==> config.mk <==
export PLATFORM = sky130hd
export DESIGN_NAME = pulse_stretch
export DESIGN_NICKNAME = d
export VERILOG_FILES = /design/src/rtl/pulse_stretch.sv
export SDC_FILE = /design/constraint.sdc
export NUM_CORES = 1
export LEC_CHECK = 0
export ABC_AREA = 1
export BUFFER_PORTS_ARGS = -buffer_cell sky130_fd_sc_hd__clkbuf_2
export CORE_AREA = 2 2 39 41
export CTS_CLUSTER_DIAMETER = 150
export DETAILED_ROUTE_END_ITERATION = 8
export DIE_AREA = 0 0 41 43
export GPL_ROUTABILITY_DRIVEN = 1
export SYNTH_ARGS = -nofsm -noshare
export SYNTH_HDL_FRONTEND = slang
export SYNTH_SLANG_ARGS = --single-unit
==> constraint.sdc <==
create_clock -name clk -period 1.5 [get_ports clk]
set_input_delay 0.3 -clock clk [delete_from_list [all_inputs] [get_ports clk]]
set_output_delay 0.3 -clock clk [all_outputs]
set_load 0.05 [all_outputs]
==> src/rtl/pulse_stretch.sv <==
// Stretches single-cycle event strobes into HOLD_CYCLES-wide pulses separated by GAP_CYCLES.
// Optional event queue enabled by defining PULSE_QUEUE_EN; otherwise busy-time events are dropped.
module pulse_stretch #(
  parameter int unsigned HOLD_CYCLES = 4,
  parameter int unsigned GAP_CYCLES  = 2,
  parameter int unsigned QW          = 3
) (
  input  logic          clk,
  input  logic          rst,
  input  logic          pulse_in,
  input  logic          ovf_clr,
  output logic          pulse_out,
  output logic          busy,
  output logic [QW-1:0] pending,
  output logic          overflow
);

  localparam int unsigned MAXC = (HOLD_CYCLES > GAP_CYCLES) ? HOLD_CYCLES : GAP_CYCLES;
  localparam int unsigned CW   = $clog2(MAXC + 1);
  localparam logic [CW-1:0] HOLD_LD = CW'(HOLD_CYCLES - 1);
  localparam logic [CW-1:0] GAP_LD  = CW'(GAP_CYCLES - 1);

  typedef enum logic [1:0] {
    IDLE = 2'd0,
    HOLD = 2'd1,
    GAP  = 2'd2
  } state_t;

  state_t        state;
  logic [CW-1:0] cnt;
  logic          final_gap;
  logic          in_busy_slot;
  logic          queue_has;
  logic          drop;

  assign final_gap    = (state == GAP) && (cnt == '0);
  // An event arriving while no launch is possible this cycle
  assign in_busy_slot = pulse_in && ((state == HOLD) || ((state == GAP) && !final_gap));

`ifdef PULSE_QUEUE_EN
  logic q_full;
  assign q_full    = &pending;
  assign queue_has = (pending != '0);
  assign drop      = in_busy_slot && q_full;

  // Final-gap cycles either pass a new event straight through or swap it for a queued one
  always_ff @(posedge clk or posedge rst) begin
    if (rst) begin
      pending <= '0;
    end else if (in_busy_slot && !q_full) begin
      pending <= pending + QW'(1);
    end else if (final_gap && !pulse_in && queue_has) begin
      pending <= pending - QW'(1);
    end
  end
`else
  assign pending   = '0;
  assign queue_has = 1'b0;
  assign drop      = in_busy_slot;
`endif

  always_ff @(posedge clk or posedge rst) begin
    if (rst) begin
      state     <= IDLE;
      cnt       <= '0;
      pulse_out <= 1'b0;
      busy      <= 1'b0;
    end else begin
      case (state)
        IDLE: begin
          if (pulse_in) begin
            state     <= HOLD;
            cnt       <= HOLD_LD;
            pulse_out <= 1'b1;
            busy      <= 1'b1;
          end
        end
        HOLD: begin
          if (cnt == '0) begin
            state     <= GAP;
            cnt       <= GAP_LD;
            pulse_out <= 1'b0;
          end else begin
            cnt <= cnt - CW'(1);
          end
        end
        GAP: begin
          if (cnt == '0) begin
            if (pulse_in || queue_has) begin
              state     <= HOLD;
              cnt       <= HOLD_LD;
              pulse_out <= 1'b1;
            end else begin
              state <= IDLE;
              busy  <= 1'b0;
            end
          end else begin
            cnt <= cnt - CW'(1);
          end
        end
        default: begin
          state     <= IDLE;
          cnt       <= '0;
          pulse_out <= 1'b0;
          busy      <= 1'b0;
        end
      endcase
    end
  end

  // Sticky discard flag; a new discard outranks a same-cycle clear
  always_ff @(posedge clk or posedge rst) begin
    if (rst) begin
      overflow <= 1'b0;
    end else if (drop) begin
      overflow <= 1'b1;
    end else if (ovf_clr) begin
      overflow <= 1'b0;
    end
  end

endmodule
Yosys cells after proc, flatten, opt, wreduce, memory -nomap -nowiden
Index checks and enable logic that the tools add are counted.
{"block": "op_classes", "add_sub_neg": 1, "multipliers": 0, "n_div": 0, "n_lt_le_gt_ge": 0, "n_eq_ne": 6, "n_shift": 0, "mux": 19, "bitwise_logic": 1, "reduce_logical": 11}
{"cell": "$mux 1", "n": 9}
{"cell": "$mux 3", "n": 3}
{"cell": "$pmux 3 s3", "n": 1}
{"cell": "$mux 2", "n": 3}
{"cell": "$pmux 1 s3", "n": 2}
{"cell": "$pmux 2 s3", "n": 1}
{"cell": "$ne 2x1->1 const B", "n": 2}
{"cell": "$ne 2x2->1 const B", "n": 2}
{"cell": "$reduce_and 4->1", "n": 1}
{"cell": "$logic_and 1x1->1", "n": 3}
{"cell": "$logic_not 3->1", "n": 1}
{"cell": "$reduce_and 3->1", "n": 1}
{"cell": "$sub 3x1->3 const B", "n": 1}
{"cell": "$eq 2x1->1 const B", "n": 1}
{"cell": "$eq 2x2->1 const B", "n": 1}
{"cell": "$logic_not 2->1", "n": 1}
{"cell": "$reduce_and 2->1", "n": 1}
{"cell": "$reduce_bool 2->1", "n": 1}
{"cell": "$logic_not 1->1", "n": 1}
{"cell": "$logic_or 1x1->1", "n": 1}
{"cell": "$not 1->1", "n": 1}
{"block": "word_totals", "regBits": 8, "latchBits": 0, "ramBits": 0, "mem_bits_ro": 0, "in_bits": 4, "out_inout_bits": 6, "word_cells": 43, "mem_count": 0}

Longest topological paths before layout
Gate-level depths: netlist (run 1).
{"block": "logic_depth", "depth_word": 7, "ltp_mapped": 7, "depth_no_buf": 7}

Worst setup path after synthesis (run 1)
Ideal clock, no wire load.
{"block": "synth_timing", "kind": "flip-flop to flip-flop", "startpoint": "reg cnt[0]", "endpoint": "reg cnt[0]", "setup_time_ns": 0.120, "arrival_time_ns": 1.022, "t_required_ns": 1.380, "setup_slack_ns": 0.358, "stages_incl_launch_ff": 8, "path_buffers": 0, "synth_period_minus_slack_ns": 1.142, "path_cell_list": "dfrtp_1 > inv_1 > ha_1 > nand2_4 > nand2_1 > nand2_1 > nor2_1 > nor2_2"}
{"block": "synth_between", "elab_chain_cells": 3, "word_cells_on_any_way": 6, "classes_between": "add/sub (1); mux (4); reduce/logical (1)"}
{"item": "start, declared", "line": "30", "text": "logic [CW-1:0] cnt;"}
{"item": "start signal, assigned", "line": "84", "text": "cnt <= cnt - CW'(1);"}
{"item": "start signal, assigned", "line": "98", "text": "cnt <= cnt - CW'(1);"}
{"item": "$sub 3x1->3, or another cell as far along", "line": "84, 98"}
{"item": "$mux 3 (on tied branches)", "line": "88, 79"}
{"item": "$pmux 3 s3 (*)", "line": "69", "text": "case (state)"}
Mark *: on every way between the ends. The rest lies on a longest branch, timed or not.
A chain may end at the register's enable or synchronous reset.

Worst setup path after layout (run 1)
Ends and elaborated chain as after synthesis.

==> results of run 1 <==
[logic make-up after synthesis]
| family | after synthesis | share of synthesized area (%) |
|---|---|---|
| simple gates | 33 | 31.9 |
| buf+inv | 13 | 12.2 |
| flops | 8 | 40.5 |
| compound gates | 7 | 7.85 |
| fa+ha+maj | 2 | 5.06 |
| xor+xnor | 1 | 1.77 |
| other cells | 1 | 0.759 |
[cell type report]
| cell class | count | area share, % |
|---|---|---|
| repair buffers | 7 | 7.13 |
| multi-input cells | 46 | 43.0 |
| well taps | 16 | 3.56 |
| clock buffers | 3 | 4.01 |
| inverters | 10 | 6.68 |
| flip-flops and latches | 8 | 35.6 |
[metrics by stage]
stage	power, mW	instance area [um2]	worst slack, ns	hold slack (ns)
2_1_floorplan	0.968	502	0.358	0.116
3_3_place_gp	1.09	529	0.302	0.240
3_5_place_dp	1.10	529	0.255	0.246
4_1_cts	1.27	562	0.246	0.220
5_1_grt	1.39	562	0.141	0.213
6_report	1.26	562	0.237	0.222
[report_power, final]
group | internal, mW | total (mW) | leakage (nW) | switching (mW)
combinational | 0.226 | 0.711 | 0.195 | 0.485
clock | 0.0915 | 0.163 | 0.0138 | 0.0719
sequential | 0.313 | 0.387 | 0.0981 | 0.0747
total | 0.630 | 1.26 | 0.307 | 0.632
[what timing repair did]
action                    in CTS  in global routing
hold buffers                   1                  0
buffers inserted               0                  0
hold endpoints to repair       8                  0
[worst reg2reg max path: stages (launching register included)]
cell,delay (ns)
dfrtp_1,0.38
inv_1,0.10
ha_1,0.24
nand2_4,0.10
nand2_1,0.09
nand2_1,0.07
nor2_1,0.12
nor2_2,0.04
[layer usage]
layer | track usage (%) | vias to the layer above | wire [um]
met3 | 9.42 | 2 | 61
li1 | - | 214 | -
met4 | 4.00 | 0 | 8
met2 | 19.1 | 15 | 402
met1 | 16.1 | 174 | 422
met5 | 0 | - | 0
[state kept, by name, indices dropped and copies added, names as in the netlist]
| name | count |
|---|---|
| state | 2 |
| cnt | 3 |
| busy | 1 |
| pulse_out | 1 |
| overflow | 1 |
[worst max path at each step]
stage               startpoint     end  slack [ns]
global placement        cnt[0]  cnt[0]        0.30
global route            cnt[0]  cnt[0]        0.14
finish                  cnt[0]  cnt[0]        0.24
floorplan               cnt[0]  cnt[0]        0.36
detailed placement      cnt[0]  cnt[0]        0.25
CTS                     cnt[0]  cnt[0]        0.25
[layout by cell type (no fill, tap or decap), types with 2 or more instances in the layout]
master,count
inv_1,9
clkbuf_2,6
clkbuf_4,3
nand3_1,6
nand2_1,17
conb_1,3
nand2_4,2
a21oi_1,2
dfrtp_1,8
nand2_2,2
ha_1,2
o21ai_1,3
nor2_1,4
[synthesized netlist by cell type (all sizes together)]
master / instances / area [um2]
buf: 3 / 22.5
ha: 2 / 25.0
nand3: 6 / 30.0
conb: 1 / 3.75
xnor2: 1 / 8.76
a21oi: 2 / 10.0
nor2: 5 / 21.3
nand2: 21 / 98.8
dfrtp: 8 / 200
o21ai: 5 / 28.8
inv: 10 / 37.5
nand3b: 1 / 7.51
==> flow_summary.ini, run 1 <==
[placed_design]
gp_congestion = 0.841
dp_hpwl_um = 686
port-buffer-count = 6
dp_cells = 86

[worst_setup_path]
setup.worst_path.start_class = flop
ff2ff_path_depth = 7
cp_top_family = simple AND/OR/NAND/NOR gates
crit_type = flop to flop
crit_chain = inv_1 -> ha_1 -> nand2_4 -> nand2_1 -> nand2_1 -> nor2_1 -> nor2_2
crit_required_ns = 1.64
regToRegStartpoint = cnt[0]
slowest_delay_ns = 0.38
r2r_end = cnt[0]
path_buf_inv = 1
crit_arrival_ns = 1.40
critPathSlowestCell = dfrtp_1
crit_top_cell = nand2_1
cp.depth = 7
path_max_fanout = 7
reg2reg_setup_slack_ns = 0.24
cp-end-kind = flop

[power_and_ir_drop]
p_per_area_mw_per_mm2 = 2250
cellLeakagePower_nw = 0.307
ir_drop_mv = 1.02

[finish]
final_util_pct = 40.6
area_growth_pct = 13.7
fillers = 142
multi_input_area_um2 = 241
seq_area_um2 = 200
n_antenna_cell = 0
drive_gt1_share_pct = 21.6
instances_no_fill = 90
fin_nets = 82

[yosys]
ys_warn_count = 0
ys_types = 18
syn_inst = 65
syn_area_um2 = 494
ys_seq_area_share_pct = 40.5
ys_ff_latch = 8
synth.avg_cell_area_um2 = 7.60

[clocking]
clkTransAtPathRegs_ns = 0.05
clockBufferDepth = 2
cts_tree = yes
cts_resized = 0
clock_latency_ns = 0.25
cts_max_level = 1
cts_root_buf = clkbuf_4
cts_buffers = 3
clock_sinks = 8

[timing]
finalSetupTns_ns = 0
fin_crit_ns = 1.26
timing.fmax_mhz = 792
finalCritPeriodShare_pct = 84.2
slew_violations = 0
setup_violations = 0
hold_viol_final = 0
rsz0062_at_grt = no
clock_skew_ns = 0.00307

[die]
die_h_um = 43
initial_utilization_pct = 35.7
die_area_mm2 = 0.00176
ioPinCount = 10
die_w_um = 41
std_cell_rows = 14
core_mm2 = 0.00138

[global_routing]
grt_pass1_wl_mm = 1.54
grt_pass1_vias = 376
grt_start_max_net_pins = 9
antenna_found_initial = 0
grt-ovfl-total = 0
grt_use_total_pct = 13.5

[min_path]
min_to = overflow
min_from = ovf_clr
hold_class = input port to flop
min_path_cells = 2

[drt]
routedWlPerCell_um = 9.94
final_antenna_net_count = 0
first_iter_violations = 21
via_per_inst = 4.50
wl_um = 895
vias = 405
dr.pass1.iters = 4
post-route-drc-count = 0

[outcome]
status = finished, final reports clean

[run]
cap_violations = 0
Note: power is estimated with default switching activity, not from simulation.
==> run 2, diff against run 1 <==
--- a/config.mk
+++ b/config.mk
@@ -5,7 +5,7 @@
 export SDC_FILE = /design/constraint.sdc
 export NUM_CORES = 1
 export LEC_CHECK = 0
-export ABC_AREA = 1
+export ABC_AREA = 0
 export BUFFER_PORTS_ARGS = -buffer_cell sky130_fd_sc_hd__clkbuf_2
 export CORE_AREA = 2 2 39 41
 export CTS_CLUSTER_DIAMETER = 150
==> constraint.sdc (replaced) <==
create_clock -name clk -period 1.2 [get_ports clk]
set_input_delay 0.24 -clock clk [delete_from_list [all_inputs] [get_ports clk]]
set_output_delay 0.24 -clock clk [all_outputs]
set_load 0.05 [all_outputs]
==> run 2 against run 1 <==
The flow now finishes with violations (negative setup slack); via count up 5.4%; design area up 24%; synthesized cell count down 18%; cell count down 3.3%; flip-flop and latch count unchanged; worst hold slack better by 0.028 ns; largest power group unchanged.
==> flow_summary.ini, run 2 <==
[outcome]
status = complete, but fails checks
violations = negative setup slack

[yosys]
ys_warn_count = 0
yosysTopAreaCell = dfrtp_1
yosysTopAreaCellShare_pct = 40.5
yosysMostFrequentCell = dfrtp_1
ys_ff_latch = 8
synthFlopType = dfrtp_1
ys_top_cells_by_count = dfrtp_1, nor2_1
synth-xor-area-share_pct = 1.77
syn_area_um2 = 494
ys_types = 28
async_reset_ff_share_pct = 100
synthAdderAreaFrac_pct = 5.06
synth_edf_count = 0
synth.avg_cell_area_um2 = 9.32
synth_top_family_by_area = simple AND/OR/NAND/NOR gates
synthMuxAreaShare_pct = 5.06
ys_seq_area_share_pct = 40.5
syn_inst = 53
synthSimpleGateAreaFrac_pct = 22.3
synth_area_leaders = dfrtp_1, ha_1, buf_4, nor4b_1, buf_2
synth_compound_area_share_pct = 14.7

[global_routing]
grt_start_max_net_pins = 11
grt_pass1_wl_mm = 1.57
antenna_found_initial = 0
grt_use_total_pct = 14.9
grt-ovfl-total = 0
grt_pass1_vias = 390

[worst_setup_path]
path_max_fanout = 4
crit_type = flop to flop
crit_arrival_ns = 1.60
crit_required_ns = 1.34
cp-end-kind = flop
setup.worst_path.start_class = flop

[finish]
area_growth_pct = 40.8
final_util_pct = 50.3
fin_nets = 79
n_antenna_cell = 0
reg.largest.list = cnt x3, state x2
drive_gt1_share_pct = 46.5
regMostFlops = cnt
final_common_cell = buf_4
layout_common_cells = buf_4, dfrtp_1, nor2_1, clkbuf_4, clkbuf_2
largest_reg_flops = 3
fillers = 141

[drt]
dr.pass1.iters = 4
post-route-drc-count = 0
wl_mm = 1.07
vias = 427
final_antenna_net_count = 0
first_iter_violations = 3
via_per_inst = 4.91
routedWlPerCell_um = 12.3

[run]
cap_violations = 0

[clocking]
clock_sinks = 8
clkTransAtPathRegs_ns = 0.05
cts_tree = yes
cts_max_level = 1
cts_root_buf = clkbuf_4
cts_buffers = 3
clockBufferDepth = 2
clock_latency_ns = 0.26

[die]
std_cell_rows = 14
die_w_um = 41
die_h_um = 43
ioPinCount = 10
core_mm2 = 0.00138
die_area_mm2 = 0.00176
initial_utilization_pct = 35.7

[min_path]
hold_class = input port to flop

[placed_design]
dp_hpwl_um = 757
gp_congestion = 0.720
port-buffer-count = 6

[power_and_ir_drop]
ir_drop_mv = 1.41
p_per_area_mw_per_mm2 = 2890
cellLeakagePower_nw = 0.323
p_total_mw = 2.01

[timing]
fin_crit_ns = 1.46
timing.fmax_mhz = 685
hold_viol_final = 0
clock_skew_ns = 0.000626
rsz0062_at_grt = yes
slew_violations = 0
fin_ws_ns = -0.260
setup_violations = 4
finalCritPeriodShare_pct = 122
## run 2: cell types whose count changed after synthesis, moves of 2 or more
| cell | before | now |
|---|---|---|
| o21ai_1 | 3 | 1 |
| nor4b_1 | 0 | 2 |
| nand2b_1 | 0 | 2 |
| inv_1 | 9 | 3 |
| nor2b_1 | 0 | 2 |
| nand3_1 | 6 | 1 |
| nand2_4 | 2 | 0 |
| o22ai_1 | 0 | 2 |
| nand2_1 | 17 | 3 |
| buf_2 | 0 | 3 |
| nand2_2 | 2 | 0 |
## run 2: cells by family after synthesis
family          after synthesis
other cells                   1
xor+xnor                      1
fa+ha+maj                     2
mux                           2
compound gates               11
simple gates                 19
flops                         8
buf+inv                       9
## run 2: worst paths after layout
check / from / to / slack (ns) / depth (start not counted)
min in group asynchronous: rst / cnt[2] / 0.45 / 3
max in group asynchronous: rst / state[0] / 0.50 / 3
hold reg to reg: overflow / overflow / 0.50 / 2
hold / removal: ovf_clr / overflow / 0.25 / 3
setup reg to reg: cnt[0] / cnt[1] / -0.26 / 7
setup / recovery: cnt[0] / cnt[1] / -0.26 / 7
## run 2: worst max-delay path, stage by stage, from the launching register on
cell and delay (ns):
dfrtp_1 0.39, inv_2 0.08, ha_4 0.12, nor2b_4 0.14, buf_4 0.12, buf_6 0.09, nor4b_1 0.04, or3_1 0.34
## run 2: repair_timing
| item | 4_1_cts | 5_1_grt |
|---|---|---|
| hold buffers | 1 | 0 |
| gates cloned | 0 | 0 |
| pin swaps | 0 | 5 |
| endpoints found under the hold margin | 8 | 0 |
| gates resized for setup | 1 | 14 |
| endpoints found under the setup margin | 7 | 10 |
| setup buffers | 0 | 2 |
## run 2: area by class of cell
cell class	instances	area [um2]	share of cell area (%)
inverter	3	11.3	1.62
clock buffer	3	22.5	3.24
tap	16	20.0	2.88
multi-input combinational	38	302	43.3
sequential	8	200	28.8
timing repair buffer	19	140	20.1
## run 2: where the power goes
group | switching (mW) | internal [mW]
registers | 0.116 | 0.394
clock network | 0.0992 | 0.115
logic | 0.639 | 0.650
## run 2: metal layers
metal  vias up  GRT usage [%]  routed length, um
li1        220              -                  -
met3         5           9.42                 56
met5         -              0                  0
met1       192           14.9                447
met4         0           12.0                 40
met2        10           20.6                522
## run 2: stage by stage
stage | setup TNS (ns) | hold slack, ns | area, um2 | worst slack, ns | cells
global route | -1.10 | 0.269 | 696 | -0.331 | 87
global placement | -0.855 | 0.190 | 607 | -0.239 | 81
floorplan | -0.369 | 0.0557 | 519 | -0.261 | 55
detailed placement | -0.931 | 0.186 | 607 | -0.273 | 81
CTS | -0.979 | 0.237 | 639 | -0.267 | 85
finish | -0.733 | 0.250 | 696 | -0.260 | 87
